<file path="src/rtl/sa_pkg.sv">
// Shared types for the systolic-array controller: FSM state encoding.
package sa_pkg;

  typedef enum logic [1:0] {
    ST_IDLE    = 2'd0,
    ST_WLOAD   = 2'd1,
    ST_COMPUTE = 2'd2,
    ST_DONE    = 2'd3
  } sa_state_e;

endpackage

</file>
<file path="src/rtl/sa_ctrl.sv">
// Systolic-array tile controller: weight shift-in, skewed activation issue,
// and per-column output-valid windows, all decoded from registered state.
module sa_ctrl
  import sa_pkg::*;
#(
  parameter int NUM_ROWS = 4,
  parameter int NUM_COLS = 4,
  parameter int CNT_W    = 16,
  localparam int AW      = (NUM_ROWS > 1) ? $clog2(NUM_ROWS) : 1
) (
  input  logic                clk,
  input  logic                rst_n,
  input  logic                i_start,
  input  logic [CNT_W-1:0]    i_num_act,
  input  logic                i_acc,
  output logic                o_busy,
  output logic                o_done,
  output logic                o_mode,
  output logic                o_load_psum,
  output logic                o_w_rd_en,
  output logic [AW-1:0]       o_w_rd_addr,
  output logic [NUM_ROWS-1:0] o_act_valid,
  output logic [CNT_W-1:0]    o_act_rd_addr,
  output logic [NUM_COLS-1:0] o_out_valid
);

  // Wide enough for t up to K+NUM_ROWS+NUM_COLS-2 with K at its maximum.
  localparam int TW = CNT_W + $clog2(NUM_ROWS + NUM_COLS) + 1;

  sa_state_e        r_state;
  logic [CNT_W-1:0] r_k;
  logic             r_acc;
  logic [AW-1:0]    r_wcnt;
  logic [TW-1:0]    r_t;

  logic [TW-1:0] w_k_ext;
  logic          w_last_t;
  logic          w_wload;
  logic          w_compute;

  assign w_k_ext   = TW'(r_k);
  assign w_last_t  = (r_t == w_k_ext + TW'(NUM_ROWS + NUM_COLS - 2));
  assign w_wload   = (r_state == ST_WLOAD);
  assign w_compute = (r_state == ST_COMPUTE);

  always_ff @(posedge clk or negedge rst_n) begin
    if (!rst_n) begin
      r_state <= ST_IDLE;
      r_k     <= '0;
      r_acc   <= 1'b0;
      r_wcnt  <= '0;
      r_t     <= '0;
    end else begin
      case (r_state)
        ST_IDLE: begin
          if (i_start) begin
            r_k    <= i_num_act;
            r_acc  <= i_acc;
            r_wcnt <= AW'(NUM_ROWS - 1);
            r_t    <= '0;
            r_state <= (i_num_act == '0) ? ST_DONE : ST_WLOAD;
          end
        end
        ST_WLOAD: begin
          if (r_wcnt == '0) begin
            r_t     <= '0;
            r_state <= ST_COMPUTE;
          end else begin
            r_wcnt <= r_wcnt - 1'b1;
          end
        end
        ST_COMPUTE: begin
          if (w_last_t) r_state <= ST_DONE;
          else          r_t     <= r_t + 1'b1;
        end
        ST_DONE: begin
          r_state <= ST_IDLE;
          r_k     <= '0;
          r_acc   <= 1'b0;
          r_wcnt  <= '0;
          r_t     <= '0;
        end
        default: r_state <= ST_IDLE;
      endcase
    end
  end

  assign o_busy        = (r_state != ST_IDLE);
  assign o_done        = (r_state == ST_DONE);
  assign o_mode        = w_compute;
  assign o_load_psum   = w_compute & r_acc;
  assign o_w_rd_en     = w_wload;
  assign o_w_rd_addr   = w_wload ? r_wcnt : '0;
  assign o_act_rd_addr = !w_compute      ? '0 :
                         (r_t < w_k_ext) ? r_t[CNT_W-1:0] : (r_k - 1'b1);

  // Row r sees its K activations starting r cycles late (input skew).
  for (genvar gi = 0; gi < NUM_ROWS; gi++) begin : g_act
    assign o_act_valid[gi] = w_compute && (r_t >= TW'(gi)) &&
                             (r_t < TW'(gi) + w_k_ext);
  end

  // Column c drains after the full row depth plus its own column skew.
  for (genvar gi = 0; gi < NUM_COLS; gi++) begin : g_out
    assign o_out_valid[gi] = w_compute && (r_t >= TW'(NUM_ROWS + gi)) &&
                             (r_t < TW'(NUM_ROWS + gi) + w_k_ext);
  end

endmodule
</file>
<file path="config.mk">
export PLATFORM = sky130hd
export DESIGN_NAME = sa_ctrl
export DESIGN_NICKNAME = d
export VERILOG_FILES = /design/src/rtl/sa_pkg.sv /design/src/rtl/sa_ctrl.sv
export SDC_FILE = /design/constraint.sdc
export NUM_CORES = 1
export LEC_CHECK = 0
export CAP_MARGIN = 20
export CORE_UTILIZATION = 40
export DETAILED_ROUTE_END_ITERATION = 7
export GPL_TIMING_DRIVEN = 0
export SYNTH_ARGS = -nofsm -noshare
export SYNTH_HDL_FRONTEND = slang
export SYNTH_SLANG_ARGS = --single-unit
export TNS_END_PERCENT = 1
</file>
<file path="constraint.sdc">
create_clock -name clk -period 11.1 [get_ports clk]
set_clock_uncertainty 0.15 [all_clocks]
set_input_delay 1.11 -clock clk [delete_from_list [all_inputs] [get_ports clk]]
set_output_delay 1.11 -clock clk [all_outputs]
set_load 0.02 [all_outputs]
</file>
==> flow_metrics.py <==
metrics = {
    "setup_path": {
        "r2r_cells": 13,
        "crit_chain": "buf_2, nand2_1, nor3_2, nand4_1, nor2_1, xnor2_1, ha_1, nand4_1, a21oi_1, nor4b_1, o21ai_0, a2111oi_0, clkdlybuf4s50_1",
        "crit_arrival_ps": 4850,
        "path_delay_family": "simple AND/OR/NAND/NOR gates",
        "required_ps": 9840,
        "end_kind": "output port",
        "rrSetupSlack_ps": 6720,
        "r2r-start": "r_k[6]",
        "critPathMaxFanout": 10,
        "reg2reg_to": "r_t[14]",
        "critPathMostFrequentCell": "nand4_1",
        "start_kind": "flop",
        "path_buf_inv": 2,
        "critical_path_class": "reg2out",
        "slowest_stage": "clkdlybuf4s50_1",
        "slowest_delay_ps": 680,
    },
    "worst_hold_path": {
        "hold_depth": 2,
        "min_to": "r_acc",
        "hold_class": "reg2reg",
        "hold_path_startpoint": "r_acc",
    },
    "placement": {
        "place_hpwl_um": 18930,
        "finalWeightedCongestion": 0.9952,
        "port_buffers": 50,
    },
    "clock_tree": {
        "clk_latency_ps": 290,
        "hold_buffers": 0,
        "root_buffer": "clkbuf_16",
        "cts_made_buffers": 5,
        "cts_tree": "yes",
        "clockBufferDepth": 2,
        "cts_setup_buffers": 0,
        "cts-htree-levels": 2,
        "clk_pin_slew_ps": 60,
        "cts_resized": 0,
        "numClockSinks": 41,
    },
    "pwr": {
        "share_seq_of_total_power": 0.151,
        "cellInternalPower_mw": 0.7075,
        "switching_share": 0.5509,
        "ir_drop_uv": 138.1,
        "power_mw": 1.576,
        "pwr-share-comb": 0.759,
        "powerDensity_nw_per_um2": 197.5,
        "p_clk_frac": 0.090,
        "switchingPower_mw": 0.8680,
        "leakage_nw": 3.518,
    },
    "status": {
        "status": "completed",
    },
    "global_routing": {
        "track_usage": 0.2775,
        "overflow": 0,
        "grt_pass1_wl_um": 37970,
        "grt_max_degree": 29,
        "antenna_found_initial": 0,
        "grt_pass1_vias": 6579,
    },
    "synth": {
        "synth.avg_cell_area_um2": 7.813,
        "yosysWarnings": 0,
        "ys_seq_area_frac": 0.1458,
        "yosysMostFrequentCell": "ha_1",
        "ys_ff_latch": 41,
        "synth.top_cells.by_count": "ha_1 (144), xnor2_1 (99), nand2_1 (84)",
        "yosys.area.top_type": "ha_1",
        "synth_area_um2": 7039,
        "async_flop_share": 1.000,
        "synth.top_cell.area_share": 0.2560,
        "synth_edf_count": 0,
        "ys.flop_type": "dfrtp_1",
        "syn_nets": 1065,
        "synth.distinct_cells": 54,
        "syn-instance-count": 901,
        "synth_area_leaders": "ha_1 (26%), dfrtp_1 (15%), xnor2_1 (12%)",
    },
    "drt": {
        "dr.first_iter.drc_count": 571,
        "drc": 0,
        "dr.pass1.iters": 7,
        "vias": 7021,
        "drt-total-wl_um": 24410,
        "routedWlPerCell_um": 20.60,
        "vias_per_cell": 5.925,
        "postRouteAntennaNets": 0,
    },
    "timing": {
        "drv_slew": 0,
        "post-route-period-util": 0.5501,
        "worstMarginPinSlew_ps": 1011,
        "setup_violations": 0,
        "max_freq_mhz": 163.8,
        "setup_tns_ps": 0,
        "holdWs_ps": 329.1,
        "slew_headroom": 0.3211,
        "rsz0062_at_grt": "false",
        "finalCriticalPeriod_ps": 6106,
        "finalHoldViolations": 0,
    },
    "job": {
        "drv_cap": 0,
    },
    "final_layout": {
        "final_nets": 1123,
        "syn_to_final_growth_pct": 13.35,
        "diodes": 0,
        "final_layout_size_suffix_gt1_frac": 0.03229,
    },
    "floorplanning": {
        "die_w_um": 134.7,
        "die_area_um2": 18130,
        "ioPinCount": 51,
        "fp.coreArea_um2": 17240,
        "initial_core_util": 0.4084,
        "rows": 48,
        "dieHeight_um": 134.7,
    },
}
-- registers in the layout, summed over array words and instances (netlist names) --
name and count:
r_wcnt 2, r_state 2, r_acc 1, r_t 20, r_k 16
-- final cells by class --
class	count	area (um^2)
inverters	39	146.4
plain buffers	39	161.4
fillers	1754	9258
clock inverters	3	17.52
well taps	225	281.5
clock buffers	5	125.1
multi-input cells	782	5705
flip-flops and latches	41	1026
repair buffers	51	515.5
-- tightest hold or removal path: cells and delay by family (launching register included) --
kind            cells  cell delay [ps]
compound gates      1               60
simple gates        1               50
flops               1              340
-- per-layer routing --
metal / vias to the layer above / wire length (um) / share of wire / global-route usage
li1: 3379 / - / - / -
met1: 3279 / 10930 / 0.45 / 0.3860
met2: 296 / 10750 / 0.44 / 0.4442
met3: 67 / 1670 / 0.068 / 0.02327
met4: 0 / 1051 / 0.043 / 0.1067
met5: - / 0 / 0 / 0
-- per-stage QoR --
step	worst slack, ps	util	instances	area, um^2
after floorplan	6410	-	901	7039
final	4994	0.4629	1185	7979
after global routing	4698	0.4629	1185	7979
after CTS	5004	0.4629	1185	7979
after detailed placement	5358	0.4546	1177	7836
after global placement	5333	0.4538	1176	7821
-- placed cells by master, fill, tap and decap left out, types with 34 or more instances in the layout --
cell and count:
ha_1 144, nand4_1 34, o21ai_0 48, dfrtp_1 41, xnor2_1 99, nand2_1 84
a21oi_1 55, nor2_1 78, nand3_1 36, clkdlybuf4s50_1 49
-- worst max-delay path by stage --
stage                     cells past startpoint              to  startpoint  slack [ps]
final                                        13  o_out_valid[0]      r_k[6]        4990
after global routing                         15  o_out_valid[1]      r_k[2]        4700
after CTS                                    13  o_out_valid[0]      r_k[6]        5000
after detailed placement                     13  o_out_valid[3]      r_k[2]        5360
after global placement                       13  o_out_valid[0]      r_k[6]        5330
after floorplan                              12  o_out_valid[0]      r_k[6]        6410
-- logic make-up (layout without fill, tap and decap cells) --
group	after synthesis	after routing	synth area share
adders and majority gates	144	144	0.2560
DFF	41	41	0.1458
muxes	16	16	0.02275
and+or+nand+nor	331	331	0.2350
buffers and inverters	78	137	0.04372
AOI/OAI and AO/OA	188	188	0.1687
xor gates and xnor gates	103	103	0.1282
-- power groups by stage --
stage	clock network, mW	registers, mW	logic [mW]
after global placement	0	0.236	1.17
after global routing	0.151	0.242	1.32
final	0.142	0.238	1.20
after CTS	0.144	0.235	1.19
after detailed placement	0	0.238	1.18
after floorplan	0	0.220	0.844
(Power assumes the default switching activity.)
